[src/rtl/uart_peripheral_pkg.sv]
// uart_peripheral_pkg: shared definitions for the console UART peripheral.
// Register indices, the status word layout, the serial engine state encoding
// and the divisor sanitising helper shared by both engines.
package uart_peripheral_pkg;

  localparam int unsigned REG_IDX_W = 7;
  localparam int unsigned DATA_W    = 16;
  localparam int unsigned DIV_W     = 16;
  localparam int unsigned BYTE_W    = 8;
  localparam int unsigned BIT_IDX_W = 3;

  localparam logic [REG_IDX_W-1:0] UART_REG_DATA    = REG_IDX_W'(0);
  localparam logic [REG_IDX_W-1:0] UART_REG_STATUS  = REG_IDX_W'(1);
  localparam logic [REG_IDX_W-1:0] UART_REG_DIVISOR = REG_IDX_W'(2);

  // Serial engine states, shared by TX and RX.
  typedef enum logic [1:0] {
    ST_IDLE  = 2'd0,
    ST_START = 2'd1,
    ST_DATA  = 2'd2,
    ST_STOP  = 2'd3
  } uart_state_t;

  // Status register layout, bit 0 is tx_full.
  typedef struct packed {
    logic [9:0] rsvd;
    logic       tx_overflow;  // bit 5
    logic       rx_framing;   // bit 4
    logic       rx_overrun;   // bit 3
    logic       rx_valid;     // bit 2
    logic       tx_busy;      // bit 1
    logic       tx_full;      // bit 0
  } uart_status_t;

  // A programmed divisor of 0 behaves as 1 cycle per bit.
  function automatic logic [DIV_W-1:0] eff_divisor(input logic [DIV_W-1:0] d);
    return (d == '0) ? DIV_W'(1) : d;
  endfunction

endpackage

[src/rtl/uart_peripheral_sync_fifo.sv]
// uart_peripheral_sync_fifo: single-clock FIFO with first-word fall-through read.
// Ports: clk, reset (async, active-high), push/push_data, pop/pop_data,
//        full, empty. Push while full and pop while empty are ignored.
module uart_peripheral_sync_fifo #(
  parameter int unsigned WIDTH = 8,
  parameter int unsigned DEPTH = 8
) (
  input  logic             clk,
  input  logic             reset,
  input  logic             push,
  input  logic [WIDTH-1:0] push_data,
  input  logic             pop,
  output logic [WIDTH-1:0] pop_data,
  output logic             full,
  output logic             empty
);

  localparam int unsigned AW = $clog2(DEPTH);

  logic [WIDTH-1:0] mem [DEPTH];
  logic [AW-1:0]    wr_ptr;
  logic [AW-1:0]    rd_ptr;
  logic [AW:0]      count;
  logic             do_push;
  logic             do_pop;

  // Full is evaluated before this edge's pop, so a simultaneous pop never frees room.
  assign full     = (count == (AW+1)'(DEPTH));
  assign empty    = (count == '0);
  assign do_push  = push && !full;
  assign do_pop   = pop && !empty;
  assign pop_data = mem[rd_ptr];

  // Storage array, no reset needed.
  always_ff @(posedge clk) begin
    if (do_push) mem[wr_ptr] <= push_data;
  end

  // Pointers and occupancy.
  always_ff @(posedge clk or posedge reset) begin
    if (reset) begin
      wr_ptr <= '0;
      rd_ptr <= '0;
      count  <= '0;
    end else begin
      if (do_push) wr_ptr <= wr_ptr + AW'(1);
      if (do_pop)  rd_ptr <= rd_ptr + AW'(1);
      count <= count + (AW+1)'(do_push) - (AW+1)'(do_pop);
    end
  end

endmodule

[src/rtl/uart_peripheral.sv]
// uart_peripheral: register-mapped 8N1 UART for the Lisp core console.
// Ports: clk, reset (async, active-high); register bus register_index/read/
//        write/write_value with combinational register_read_value;
//        uart_rx (async serial in), uart_tx (serial out, idles high).
// Registers: 0 data (write = TX push, read = RX byte), 1 status, 2 divisor.
module uart_peripheral
  import uart_peripheral_pkg::*;
#(
  parameter int unsigned      TX_FIFO_DEPTH   = 8,
  parameter logic [DIV_W-1:0] DEFAULT_DIVISOR = 16'd100
) (
  input  logic                 clk,
  input  logic                 reset,
  input  logic [REG_IDX_W-1:0] register_index,
  input  logic                 register_read,
  input  logic                 register_write,
  input  logic [DATA_W-1:0]    register_write_value,
  output logic [DATA_W-1:0]    register_read_value,
  input  logic                 uart_rx,
  output logic                 uart_tx
);

  logic [DIV_W-1:0]     div_q;
  logic [BYTE_W-1:0]    rx_data;
  logic                 rx_valid, rx_overrun, rx_framing, tx_overflow;
  logic                 rd_data, rd_status, wr_data, wr_div;
  logic                 tx_full, tx_empty, tx_pop, tx_busy;
  logic [BYTE_W-1:0]    fifo_data;
  uart_state_t          tx_state, rx_state;
  logic [DIV_W-1:0]     tx_cnt, tx_len, rx_cnt, rx_len, rx_half;
  logic [BYTE_W-1:0]    tx_shift, rx_shift;
  logic [BIT_IDX_W-1:0] tx_bit, rx_bit;
  logic                 rx_meta, rx_sync, rx_prev;
  logic                 rx_stop_sample, rx_good, rx_bad;
  uart_status_t         status;

  assign rd_data   = register_read  && (register_index == UART_REG_DATA);
  assign rd_status = register_read  && (register_index == UART_REG_STATUS);
  assign wr_data   = register_write && (register_index == UART_REG_DATA);
  assign wr_div    = register_write && (register_index == UART_REG_DIVISOR);

  uart_peripheral_sync_fifo #(.WIDTH(BYTE_W), .DEPTH(TX_FIFO_DEPTH)) u_tx_fifo (
    .clk       (clk),
    .reset     (reset),
    .push      (wr_data),
    .push_data (register_write_value[BYTE_W-1:0]),
    .pop       (tx_pop),
    .pop_data  (fifo_data),
    .full      (tx_full),
    .empty     (tx_empty)
  );

  // Pop from idle, or at the end of a stop bit to chain frames without a gap.
  assign tx_pop  = !tx_empty && ((tx_state == ST_IDLE) ||
                                 ((tx_state == ST_STOP) && (tx_cnt == tx_len)));
  assign tx_busy = !tx_empty || (tx_state != ST_IDLE);

  // TX engine; each bit lasts tx_len cycles, re-latched at every bit boundary.
  always_ff @(posedge clk or posedge reset) begin
    if (reset) begin
      tx_state <= ST_IDLE;
      uart_tx  <= 1'b1;
      tx_cnt   <= DIV_W'(1);
      tx_len   <= DIV_W'(1);
      tx_shift <= '0;
      tx_bit   <= '0;
    end else if (tx_state == ST_IDLE) begin
      if (tx_pop) begin
        tx_state <= ST_START;
        uart_tx  <= 1'b0;
        tx_shift <= fifo_data;
        tx_cnt   <= DIV_W'(1);
        tx_len   <= eff_divisor(div_q);
      end
    end else if (tx_cnt != tx_len) begin
      tx_cnt <= tx_cnt + DIV_W'(1);
    end else begin
      tx_cnt <= DIV_W'(1);
      tx_len <= eff_divisor(div_q);
      case (tx_state)
        ST_START: begin
          tx_state <= ST_DATA;
          uart_tx  <= tx_shift[0];
          tx_shift <= {1'b0, tx_shift[BYTE_W-1:1]};
          tx_bit   <= '0;
        end
        ST_DATA: begin
          if (tx_bit == BIT_IDX_W'(BYTE_W - 1)) begin
            tx_state <= ST_STOP;
            uart_tx  <= 1'b1;
          end else begin
            uart_tx  <= tx_shift[0];
            tx_shift <= {1'b0, tx_shift[BYTE_W-1:1]};
            tx_bit   <= tx_bit + BIT_IDX_W'(1);
          end
        end
        default: begin
          if (tx_pop) begin
            tx_state <= ST_START;
            uart_tx  <= 1'b0;
            tx_shift <= fifo_data;
          end else begin
            tx_state <= ST_IDLE;
          end
        end
      endcase
    end
  end

  // Start-bit re-check point: half a bit, but at least one cycle.
  assign rx_half        = (rx_len[DIV_W-1:1] == '0) ? DIV_W'(1) : {1'b0, rx_len[DIV_W-1:1]};
  assign rx_stop_sample = (rx_state == ST_STOP) && (rx_cnt == rx_len);
  assign rx_good        = rx_stop_sample && rx_sync;
  assign rx_bad         = rx_stop_sample && !rx_sync;

  // RX synchronizer plus a delayed copy for falling-edge detection.
  always_ff @(posedge clk or posedge reset) begin
    if (reset) begin
      rx_meta <= 1'b1;
      rx_sync <= 1'b1;
      rx_prev <= 1'b1;
    end else begin
      rx_meta <= uart_rx;
      rx_sync <= rx_meta;
      rx_prev <= rx_sync;
    end
  end

  // RX engine; samples mid-bit after the start-bit re-check.
  always_ff @(posedge clk or posedge reset) begin
    if (reset) begin
      rx_state <= ST_IDLE;
      rx_cnt   <= DIV_W'(1);
      rx_len   <= DIV_W'(1);
      rx_shift <= '0;
      rx_bit   <= '0;
    end else begin
      case (rx_state)
        ST_IDLE: begin
          if (!rx_sync && rx_prev) begin
            rx_state <= ST_START;
            rx_cnt   <= DIV_W'(1);
            rx_len   <= eff_divisor(div_q);
          end
        end
        ST_START: begin
          if (rx_cnt != rx_half) begin
            rx_cnt <= rx_cnt + DIV_W'(1);
          end else if (rx_sync) begin
            rx_state <= ST_IDLE;
          end else begin
            rx_state <= ST_DATA;
            rx_cnt   <= DIV_W'(1);
            rx_len   <= eff_divisor(div_q);
            rx_bit   <= '0;
          end
        end
        ST_DATA: begin
          if (rx_cnt != rx_len) begin
            rx_cnt <= rx_cnt + DIV_W'(1);
          end else begin
            rx_shift <= {rx_sync, rx_shift[BYTE_W-1:1]};
            rx_cnt   <= DIV_W'(1);
            rx_len   <= eff_divisor(div_q);
            if (rx_bit == BIT_IDX_W'(BYTE_W - 1)) rx_state <= ST_STOP;
            else                                  rx_bit   <= rx_bit + BIT_IDX_W'(1);
          end
        end
        default: begin
          if (rx_cnt != rx_len) rx_cnt   <= rx_cnt + DIV_W'(1);
          else                  rx_state <= ST_IDLE;
        end
      endcase
    end
  end

  // Divisor, received byte and status flags; set events beat read-clears.
  always_ff @(posedge clk or posedge reset) begin
    if (reset) begin
      div_q       <= DEFAULT_DIVISOR;
      rx_data     <= '0;
      rx_valid    <= 1'b0;
      rx_overrun  <= 1'b0;
      rx_framing  <= 1'b0;
      tx_overflow <= 1'b0;
    end else begin
      if (wr_div) div_q <= register_write_value;

      if (rx_good) begin
        rx_data  <= rx_shift;
        rx_valid <= 1'b1;
      end else if (rd_data) begin
        rx_valid <= 1'b0;
      end

      if (rx_good && rx_valid && !rd_data) rx_overrun  <= 1'b1;
      else if (rd_status)                  rx_overrun  <= 1'b0;

      if (rx_bad)                          rx_framing  <= 1'b1;
      else if (rd_status)                  rx_framing  <= 1'b0;

      if (wr_data && tx_full)              tx_overflow <= 1'b1;
      else if (rd_status)                  tx_overflow <= 1'b0;
    end
  end

  // Combinational read mux, zero when no read strobe.
  always_comb begin
    status             = '0;
    status.tx_full     = tx_full;
    status.tx_busy     = tx_busy;
    status.rx_valid    = rx_valid;
    status.rx_overrun  = rx_overrun;
    status.rx_framing  = rx_framing;
    status.tx_overflow = tx_overflow;
    register_read_value = '0;
    if (register_read) begin
      case (register_index)
        UART_REG_DATA:    register_read_value = {8'h00, rx_data};
        UART_REG_STATUS:  register_read_value = status;
        UART_REG_DIVISOR: register_read_value = div_q;
        default:          register_read_value = '0;
      endcase
    end
  end

endmodule

[config.mk]
export PLATFORM = sky130hd
export DESIGN_NAME = uart_peripheral
export DESIGN_NICKNAME = d
export VERILOG_FILES = /design/src/rtl/uart_peripheral_pkg.sv /design/src/rtl/uart_peripheral_sync_fifo.sv /design/src/rtl/uart_peripheral.sv
export SDC_FILE = /design/constraint.sdc
export NUM_CORES = 1
export LEC_CHECK = 0
export CAP_MARGIN = 15
export CORE_ASPECT_RATIO = 0.6
export CORE_MARGIN = 3
export CORE_UTILIZATION = 50
export DETAILED_ROUTE_END_ITERATION = 8
export PLACE_DENSITY_LB_ADDON = 0.3
export SLEW_MARGIN = 20
export SYNTH_ARGS = -nofsm -noshare
export SYNTH_HDL_FRONTEND = slang
export SYNTH_SLANG_ARGS = --single-unit
[constraint.sdc]
create_clock -name clk -period 9.9 [get_ports clk]
set_input_delay 0.99 -clock clk [delete_from_list [all_inputs] [get_ports clk]]
set_output_delay 0.99 -clock clk [all_outputs]
set_load 0.005 [all_outputs]
==> impl_metrics.toml <==
[drt]
drtPass1Iterations = 6
detail_route.wl_per_cell_um = 20.7
drt-initial-drc-count = 717
vias = 6243
drc_errors = 0
wirelength_um = 21400
ant_nets = 0
viasPerCell = 6.03

[setup_path]
path_max_fanout = 11
path_class = "input port to primary output"
cp-start-kind = "input port"
slowest_stage = "or4_1"
cp-end-kind = "primary output"
worstPathCellList = "clkdlybuf4s50_1 -> or4_1 -> nor2_1 -> nand2_1 -> nor3b_1 -> buf_4 -> and2_1 -> clkdlybuf4s50_1"
critPathTopFamily = "simple AND/OR/NAND/NOR gates"
cp_num_buf_inv = 3
cp.required_ns = 8.91
r2r-start = "tx_cnt[0]"
crit_top_cell = "clkdlybuf4s50_1"
cp-startpoint = "register_index[2]"
slowest_delay_ns = 0.51
arrival_ns = 3.50

[placed_design]
hpwl_um = 15200
dp.cells = 1004
gp_routability_congestion = 0.927
dp_slack_ns = 5.41
port_buffers = 44

[sta]
slew-limit-headroom_pct = 38.2
setup_violations = 0
tns_ns = 0
worst_pin_slew_ns = 0.927
slew_violations = 0
fmax_mhz = 223
hold_viol = 0
fin_ws_ns = 5.41
rsz0062_at_grt = "false"
period_needed_ns = 4.49
period_share_pct = 45.4
clock-skew-final_ns = 0.00850

[synth]
yosysUniqueCellTypes = 65
yosysWarnings = 0
synth_edf_count = 64
ys_ff_latch = 196
netlist_area_um2 = 9480
synth_seq_area_share_pct = 55.2
syn-num-nets = 797
syn_area_per_cell_um2 = 12.6
synthFlopType = "dfrtp_1"
synth_cells = 750
synthArstFlopShare_pct = 67.3

[outcome]
status = "finished clean"

[cells_and_area]
layout_commonest_cell = "dfrtp_1"
mostFrequentLayoutCells = "120 x dfrtp_1, 64 x edfxtp_1, 59 x mux2_2, 48 x xnor2_1, 44 x clkdlybuf4s50_1"
fin_nets = 831
final_util_pct = 58.3
antennaDiodeCount = 0
syn2layout_area_growth_pct = 12.9
fin_cells = 1036
fillers = 1464
drive_gt1_share_pct = 18.2

[grt]
grt_pass1_wl_um = 34800
gr-total-overflow = 0
antenna_found_initial = 0
grt_usage_pct = 21.9
grt_pass1_vias = 6322
grt_max_degree = 75

[worst_hold_path]
min_from = "rx_meta"
hold_path.class = "flop to flop"

[floorplan]
start_util_pct = 51.7
die_w_um = 184
die_area_um2 = 20700
core_um2 = 18400
ios = 45
rows = 38
dieHeight_um = 113

[clock_tree]
cts_sinks = 196
clockBufferDepth = 2
ctsResizeCount = 0
post_cts_buffers = 0
clock-root-buffer = "clkbuf_16"
cts_tree = "done"
clk_latency_ns = 0.43
numCtsBuffers = 17
clkTransAtPathRegs_ns = 0.07
htreeDepth = 4
ctsHoldBuffers = 0

[flow_run]
drv_cap = 0

[pwr]
p_per_area_nw_per_um2 = 275
p_leak_nw = 4.28
irDropWorstVdd_v = 0.000176
-- power by group --
group,internal (mW),switching (mW)
Combinational,0.485,0.578
Clock,0.378,0.316
Sequential,0.991,0.196
-- logic make-up after synthesis --
logic type | synth area share, %
buf+inv | 3.03
mux | 14.6
fa+ha+maj | 2.59
flops | 55.2
compound gates | 7.07
simple gates | 12.3
xor+xnor | 5.17
-- metrics by stage --
stage,hold slack (ns),power (mW),area (µm²)
2_1_floorplan,0.345,1.98,9480
3_3_place_gp,0.346,2.19,10100
3_5_place_dp,0.349,2.24,10100
4_1_cts,0.359,2.94,10700
5_1_grt,0.365,3.12,10700
6_report,0.359,2.94,10700
-- layout make-up --
cell class / instances / area [µm²] / area share (%)
Clock buffer: 19 / 433 / 4.04
Clock inverter: 12 / 149 / 1.39
Inverter: 33 / 126 / 1.18
Multi-Input combinational cell: 487 / 3980 / 37.1
Sequential cell: 196 / 5240 / 48.9
Tap cell: 240 / 300 / 2.80
Timing Repair Buffer: 49 / 482 / 4.50
-- cells in the mapped netlist, drive strengths merged (2+ instances only) --
cell      n  area share [%]
nor2     37             1.5
dfstp    11             3.0
and4      3            0.30
and3      7            0.46
a21oi    27             1.4
mux2     66             8.1
nor4     13             1.1
and2     12            0.79
nor2b     7            0.46
mux2i    25             2.6
buf      14            0.94
mux4     16             3.8
a41oi     2            0.18
a211oi    4            0.37
nand3    17            0.90
xnor2    48             4.4
nor3     17            0.90
inv      33             1.3
a22o      4            0.37
a222oi    7            0.74
dfrtp   121              32
a21o      2            0.16
nor3b     2            0.16
o21ai    24             1.3
or3       4            0.26
edfxtp   64              20
a31oi     4            0.26
nand4    24             1.7
xor2      8            0.74
nand3b    6            0.47
clkbuf   20            0.79
or4      13             1.1
o22a      2            0.18
nand2b    4            0.26
nand2    37             1.6
ha       18             2.4
o31ai    10            0.79
-- worst reg2reg max path, cell delays in order, from the launching register on --
cell     delay (ns)
dfstp_2        0.59
xnor2_1        0.13
nand4_1        0.15
nor4_2         0.54
a21oi_1        0.27
nor2_1         0.54
ha_1           0.25
inv_1          0.07
ha_1           0.27
a21o_1         0.17
a21oi_1        0.18
xor2_1         0.18
-- registers in the layout, indices dropped and copies added, names as in the netlist, 2 cells and up --
name              cells
div_q                16
rx_cnt               16
tx_shift              8
rx_shift              8
rx_state              2
tx_state              2
tx_bit                3
rx_len               16
u_tx_fifo.mem        64
u_tx_fifo.rd_ptr      3
tx_len               16
tx_cnt               16
u_tx_fifo.wr_ptr      3
u_tx_fifo.count       4
rx_data               8
rx_bit                3
-- path summary, 6_finish.rpt --
| path | end | slack (ns) | cells past startpoint |
|---|---|---|---|
| worst max register to register | u_tx_fifo.count[3] | 6.49 | 11 |
| worst min-delay path | rx_sync | 0.36 | 0 |
| max in group asynchronous | u_tx_fifo.rd_ptr[0] | 7.45 | 3 |
| worst min register to register | rx_sync | 0.36 | 0 |
| worst max-delay path | register_read_value[12] | 5.41 | 8 |
| min in group asynchronous | rx_shift[3] | 1.11 | 2 |
-- per-layer routing --
| layer | up-vias | part of all wire [%] | GRT usage [%] |
|---|---|---|---|
| li1 | 2855 | - | - |
| met4 | 0 | 0.97 | 5.18 |
| met5 | - | 0 | 0 |
| met2 | 229 | 42 | 30.2 |
| met3 | 17 | 6.9 | 5.63 |
| met1 | 3142 | 51 | 34.5 |
(Power assumes the default switching activity.)
